[src/rtl/fma16_round_pack.sv]
// fma16_round_pack: binary16 rounding/packing stage, 2-deep valid/ready pipe.
// in: Ss/Se/Sm/sticky/specials/roundmode; out: result[15:0], flags {NV,OF,UF,NX}.
module fma16_round_pack (
  input  logic        clk,
  input  logic        reset_n,
  input  logic        in_valid,
  output logic        in_ready,
  input  logic        Ss,
  input  logic [6:0]  Se,
  input  logic [33:0] Sm,
  input  logic        sticky_in,
  input  logic        zero_in,
  input  logic        inf_in,
  input  logic        nan_in,
  input  logic        invalid_in,
  input  logic [1:0]  roundmode,
  output logic        out_valid,
  input  logic        out_ready,
  output logic [15:0] result,
  output logic [3:0]  flags
);

  localparam logic [1:0] RM_RZ  = 2'd0;
  localparam logic [1:0] RM_RNE = 2'd1;
  localparam logic [1:0] RM_RDN = 2'd2;
  localparam logic [1:0] RM_RUP = 2'd3;

  typedef enum logic [1:0] {
    K_FIN, K_ZERO, K_INF, K_NAN
  } kind_e;

  typedef struct packed {
    kind_e       kind;
    logic        sign;
    logic        nv;
    logic        ovf;
    logic        tiny;
    logic        nx;
    logic        inc;
    logic [1:0]  rm;
    logic [4:0]  ef;
    logic [9:0]  frac;
  } s1_t;

  s1_t  s1_d;
  s1_t  s1_q;
  logic s1_valid;
  logic s2_adv;

  logic        se_pos;
  logic [6:0]  neg;
  logic [5:0]  sh;
  logic [66:0] wide;
  logic [32:0] mant;
  logic        lost;
  logic        g;
  logic        s;

  assign s2_adv   = ~out_valid | out_ready;
  assign in_ready = ~s1_valid | s2_adv;

  // Subnormal shift is 1-Se; shifting {Sm,33'b0} by -Se
  // gives the same alignment without a dead top bit.
  always_comb begin
    se_pos = ~Se[6] & (|Se[5:0]);
    neg    = 7'd0 - Se;
    sh     = (neg > 7'd33) ? 6'd33 : neg[5:0];
    wide   = {Sm, 33'b0} >> sh;
    mant   = se_pos ? Sm[32:0] : wide[66:34];
    lost   = ~se_pos & (|wide[33:0]);
    g      = mant[22];
    s      = (|mant[21:0]) | sticky_in | lost;

    s1_d      = '0;
    s1_d.sign = Ss;
    s1_d.nv   = invalid_in;
    s1_d.ovf  = ~Se[6] & (Se[5:0] >= 6'd31);
    s1_d.tiny = ~se_pos;
    s1_d.nx   = g | s;
    s1_d.rm   = roundmode;
    s1_d.ef   = se_pos ? Se[4:0] : 5'd0;
    s1_d.frac = mant[32:23];

    if (nan_in)       s1_d.kind = K_NAN;
    else if (inf_in)  s1_d.kind = K_INF;
    else if (zero_in) s1_d.kind = K_ZERO;
    else              s1_d.kind = K_FIN;

    unique case (roundmode)
      RM_RZ:  s1_d.inc = 1'b0;
      RM_RNE: s1_d.inc = g & (s | mant[23]);
      RM_RDN: s1_d.inc = Ss & (g | s);
      RM_RUP: s1_d.inc = ~Ss & (g | s);
    endcase
  end

  logic [14:0] sum;
  logic        ovf;
  logic        to_inf;
  logic [15:0] res_d;
  logic [3:0]  flg_d;

  // Fraction carry ripples into the exponent field for free.
  always_comb begin
    sum    = {s1_q.ef, s1_q.frac} + {14'b0, s1_q.inc};
    ovf    = s1_q.ovf | (&sum[14:10]);
    to_inf = (s1_q.rm == RM_RNE)
           | ((s1_q.rm == RM_RUP) & ~s1_q.sign)
           | ((s1_q.rm == RM_RDN) & s1_q.sign);
    res_d  = '0;
    flg_d  = {s1_q.nv, 3'b000};
    unique case (1'b1)
      (s1_q.kind == K_NAN):  res_d = 16'h7E00;
      (s1_q.kind == K_INF):  res_d = {s1_q.sign, 5'h1F, 10'h0};
      (s1_q.kind == K_ZERO): res_d = {s1_q.sign, 15'h0};
      (s1_q.kind == K_FIN): begin
        if (ovf)
          res_d = to_inf ? {s1_q.sign, 15'h7C00}
                         : {s1_q.sign, 15'h7BFF};
        else
          res_d = {s1_q.sign, sum};
        flg_d = {s1_q.nv, ovf,
                 s1_q.tiny & s1_q.nx,
                 s1_q.nx | ovf};
      end
    endcase
  end

  always_ff @(posedge clk) begin
    if (!reset_n) begin
      s1_valid  <= 1'b0;
      s1_q      <= '0;
      out_valid <= 1'b0;
      result    <= 16'h0000;
      flags     <= 4'h0;
    end else begin
      if (in_ready) begin
        s1_valid <= in_valid;
        if (in_valid) s1_q <= s1_d;
      end
      if (s2_adv) begin
        out_valid <= s1_valid;
        if (s1_valid) begin
          result <= res_d;
          flags  <= flg_d;
        end
      end
    end
  end

endmodule

[config.mk]
export PLATFORM = sky130hd
export DESIGN_NAME = fma16_round_pack
export DESIGN_NICKNAME = d
export VERILOG_FILES = /design/src/rtl/fma16_round_pack.sv
export SDC_FILE = /design/constraint.sdc
export NUM_CORES = 1
export LEC_CHECK = 0
export ABC_AREA = 0
export CORE_UTILIZATION = 30
export CTS_CLUSTER_DIAMETER = 150
export DETAILED_ROUTE_END_ITERATION = 10
export PLACE_DENSITY = 0.58
export REMOVE_ABC_BUFFERS = 1
export SLEW_MARGIN = 15
export SYNTH_ARGS = -nofsm -noshare
export SYNTH_HDL_FRONTEND = slang
export SYNTH_SLANG_ARGS = --single-unit
[constraint.sdc]
create_clock -name clk -period 5.3 [get_ports clk]
set_input_delay 1.06 -clock clk [delete_from_list [all_inputs] [get_ports clk]]
set_output_delay 1.06 -clock clk [all_outputs]
set_load 0.02 [all_outputs]
==> flow_metrics.py <==
metrics = {
    "finish": {
        "final_net_count": 785,
        "final_common_cell": "nand2_1",
        "area_growth_pct": 21.72,
        "n_antenna_cell": 0,
        "mostFrequentLayoutCells": "81 x nand2_1, 74 x clkdlybuf4s50_1, 47 x o21ai_0, 47 x dfxtp_1, 45 x nor2_1",
        "drive_gt1_frac": 0.1331,
    },
    "die": {
        "initial_core_util": 0.3121,
        "dieArea_um2": 17290,
        "die_h_um": 131.5,
        "io_pins": 75,
        "std_cell_rows": 46,
        "core_um2": 16120,
        "dieWidth_um": 131.5,
    },
    "synth": {
        "ys_seq_area_frac": 0.1871,
        "yosysUniqueCellTypes": 104,
        "syn-mean-instance-area_um2": 7.667,
        "synth_edf_count": 0,
        "netlist_area_um2": 5030,
        "ys.flop_type": "dfxtp_1",
        "yosys_warnings": 0,
        "synthCells": 656,
        "synth_seq_cells": 47,
        "async_flop_share": 0,
    },
    "route": {
        "vias_per_cell": 5.930,
        "drtAntennaViolNets": 0,
        "vias": 5604,
        "drt_pre_antenna_iters": 5,
        "post-route-drc-count": 0,
        "wl_um": 17740,
        "post_drt_wl_per_cell_um": 18.78,
        "drtIter0Drc": 526,
    },
    "critical_path": {
        "startpoint_type": "input pin",
        "crit_arrival_ns": 5.14,
        "max_stage_delay_ns": 0.49,
        "cpMaxStageDelayCell": "clkdlybuf4s50_1",
        "worstSetupEndpointType": "flip-flop",
        "critPathRequiredTime_ns": 5.46,
        "path_class": "in -> reg",
        "path_cells": "clkdlybuf4s50_1 -> inv_1 -> ha_1 -> nor3b_2 -> xnor2_1 -> o311a_4 -> buf_4 -> buf_4 -> nor3_4 -> a221oi_1 -> a2111oi_4 -> nand4b_1 -> o32ai_1 -> a21oi_1 -> o41ai_2 -> a21oi_1",
        "critPathMaxFanout": 16,
    },
    "global_route": {
        "grt_pass1_vias": 5269,
        "globalRouteOverflowTotal": 0,
        "grt_antenna_before_repair": 0,
        "track_usage": 0.1993,
        "grt_pass1_wl_um": 28150,
        "grt_max_degree": 39,
    },
    "placed_design": {
        "gp_congestion": 0.9626,
        "portBuffers": 74,
        "hpwl_um": 13510,
    },
    "cts": {
        "cts.clk_slew.worst_paths_ns": 0.06,
        "h-tree-depth": 2,
        "cts_setup_buffers": 0,
        "cts_buffers": 5,
        "ctsResizeCount": 0,
        "cts_tree": "built",
        "root_buffer": "clkbuf_16",
        "clk_latency_ns": 0.29,
        "cts.sinks": 47,
        "clk_path_buf_depth": 2,
        "hold_buffers": 0,
    },
    "timing": {
        "setup_tns_ns": 0,
        "fmax_mhz": 200.8,
        "grt_setup_unrepaired": "no",
        "min_period_over_period": 0.9398,
        "fin_skew_ns": 0.009344,
        "finalHoldViolCount": 0,
        "tightestPinTransition_ns": 0.9222,
        "setup_violations": 0,
        "post-route-min-period_ns": 4.981,
        "relSlewSlack": 0.3805,
        "report.final.slew_viol_count": 0,
    },
    "power_and_ir_drop": {
        "powerDensity_nw_per_um2": 190.4,
        "vdd_drop_max_mv": 0.1172,
        "fin_total_pwr_uw": 1165,
        "leakage_uw": 0.002179,
    },
    "job": {
        "cap_viol_max_count": 0,
    },
    "status": {
        "outcome": "complete, no violations",
    },
    "hold_path": {
        "hold_path.class": "reg -> reg",
    },
}
-- path summary, 6_finish.rpt --
check | slack [ns] | end | from | depth (start not counted)
worst max-delay path | 0.32 | s1_q[17] | Se[0] | 16
worst min-delay path | 0.47 | flags[1] | flags[1] | 2
worst max register to register | 2.52 | result[1] | s1_q[17] | 12
worst min register to register | 0.47 | flags[1] | flags[1] | 2
-- cell usage after synthesis (all sizes together) (10+ instances only) --
| cell | number | area, um2 |
|---|---|---|
| a21boi | 27 | 202.7 |
| a21oi | 44 | 220.2 |
| a221oi | 13 | 120.1 |
| a31oi | 14 | 102.6 |
| buf | 17 | 155.2 |
| clkbuf | 29 | 188.9 |
| dfxtp | 47 | 940.9 |
| inv | 17 | 63.81 |
| mux2i | 16 | 160.2 |
| nand2 | 84 | 322.8 |
| nand3 | 25 | 140.1 |
| nor2 | 47 | 191.4 |
| nor3 | 18 | 111.4 |
| o211a | 10 | 100.1 |
| o211ai | 10 | 75.07 |
| o21ai | 60 | 315.3 |
-- sequential cells by signal, indices dropped and copies added, names as in the netlist --
signal / count
s1_q: 25
result: 16
s1_valid: 1
out_valid: 1
flags: 4
-- metal layers --
metal | part of all wire | track usage | vias up
met5 | 0 | 0 | -
met4 | 0.029 | 0.06912 | 0
met3 | 0.073 | 0.03048 | 43
met2 | 0.45 | 0.3254 | 275
met1 | 0.45 | 0.2644 | 2625
li1 | - | - | 2661
-- area by class of cell --
cell class              count  area (um2)
multi-input cells         545        3681
well taps                 216       270.3
clock buffers               5       125.1
clock inverters             3       18.77
flip-flops and latches     47       940.9
inverters                  18       67.56
repair buffers            111        1018
fillers                  1735        9993
-- cell families (layout without fill, tap and decap cells) --
group,Yosys count,in the layout,synth area share
AO/OA/AOI/OAI,270,270,0.4067
XOR/XNOR,17,17,0.02960
flip-flops,47,47,0.1871
multiplexers,24,24,0.05199
adder cells (fa/ha/maj),4,4,0.009951
buffers and inverters,64,137,0.08184
AND/OR/NAND/NOR,230,230,0.2328
-- metrics by stage --
stage          setup slack [ns]  instance area, um2  hold WS, ns  instances    util
2_1_floorplan           0.01671                4686       0.4412        610       -
3_3_place_gp            0.02243                5978       0.4545        937  0.3710
3_5_place_dp            0.03725                5978       0.4614        937  0.3710
4_1_cts                  0.3201                6122       0.4689        945  0.3799
5_1_grt                 0.02644                6122       0.4902        945  0.3799
6_report                 0.3192                6122       0.4654        945  0.3799
-- worst max-delay path: cells and delay by family --
family,cells,cell delay (ns)
buf+inv,4,1.00
simple gates,3,0.72
xor+xnor,1,0.20
compound gates,7,1.87
fa+ha+maj,1,0.27
-- power breakdown --
group          internal [uW]  switching (uW)
Combinational            192             282
Sequential               372            14.8
Clock                    175             130
No activity file was read; power rests on OpenSTA's default activity.
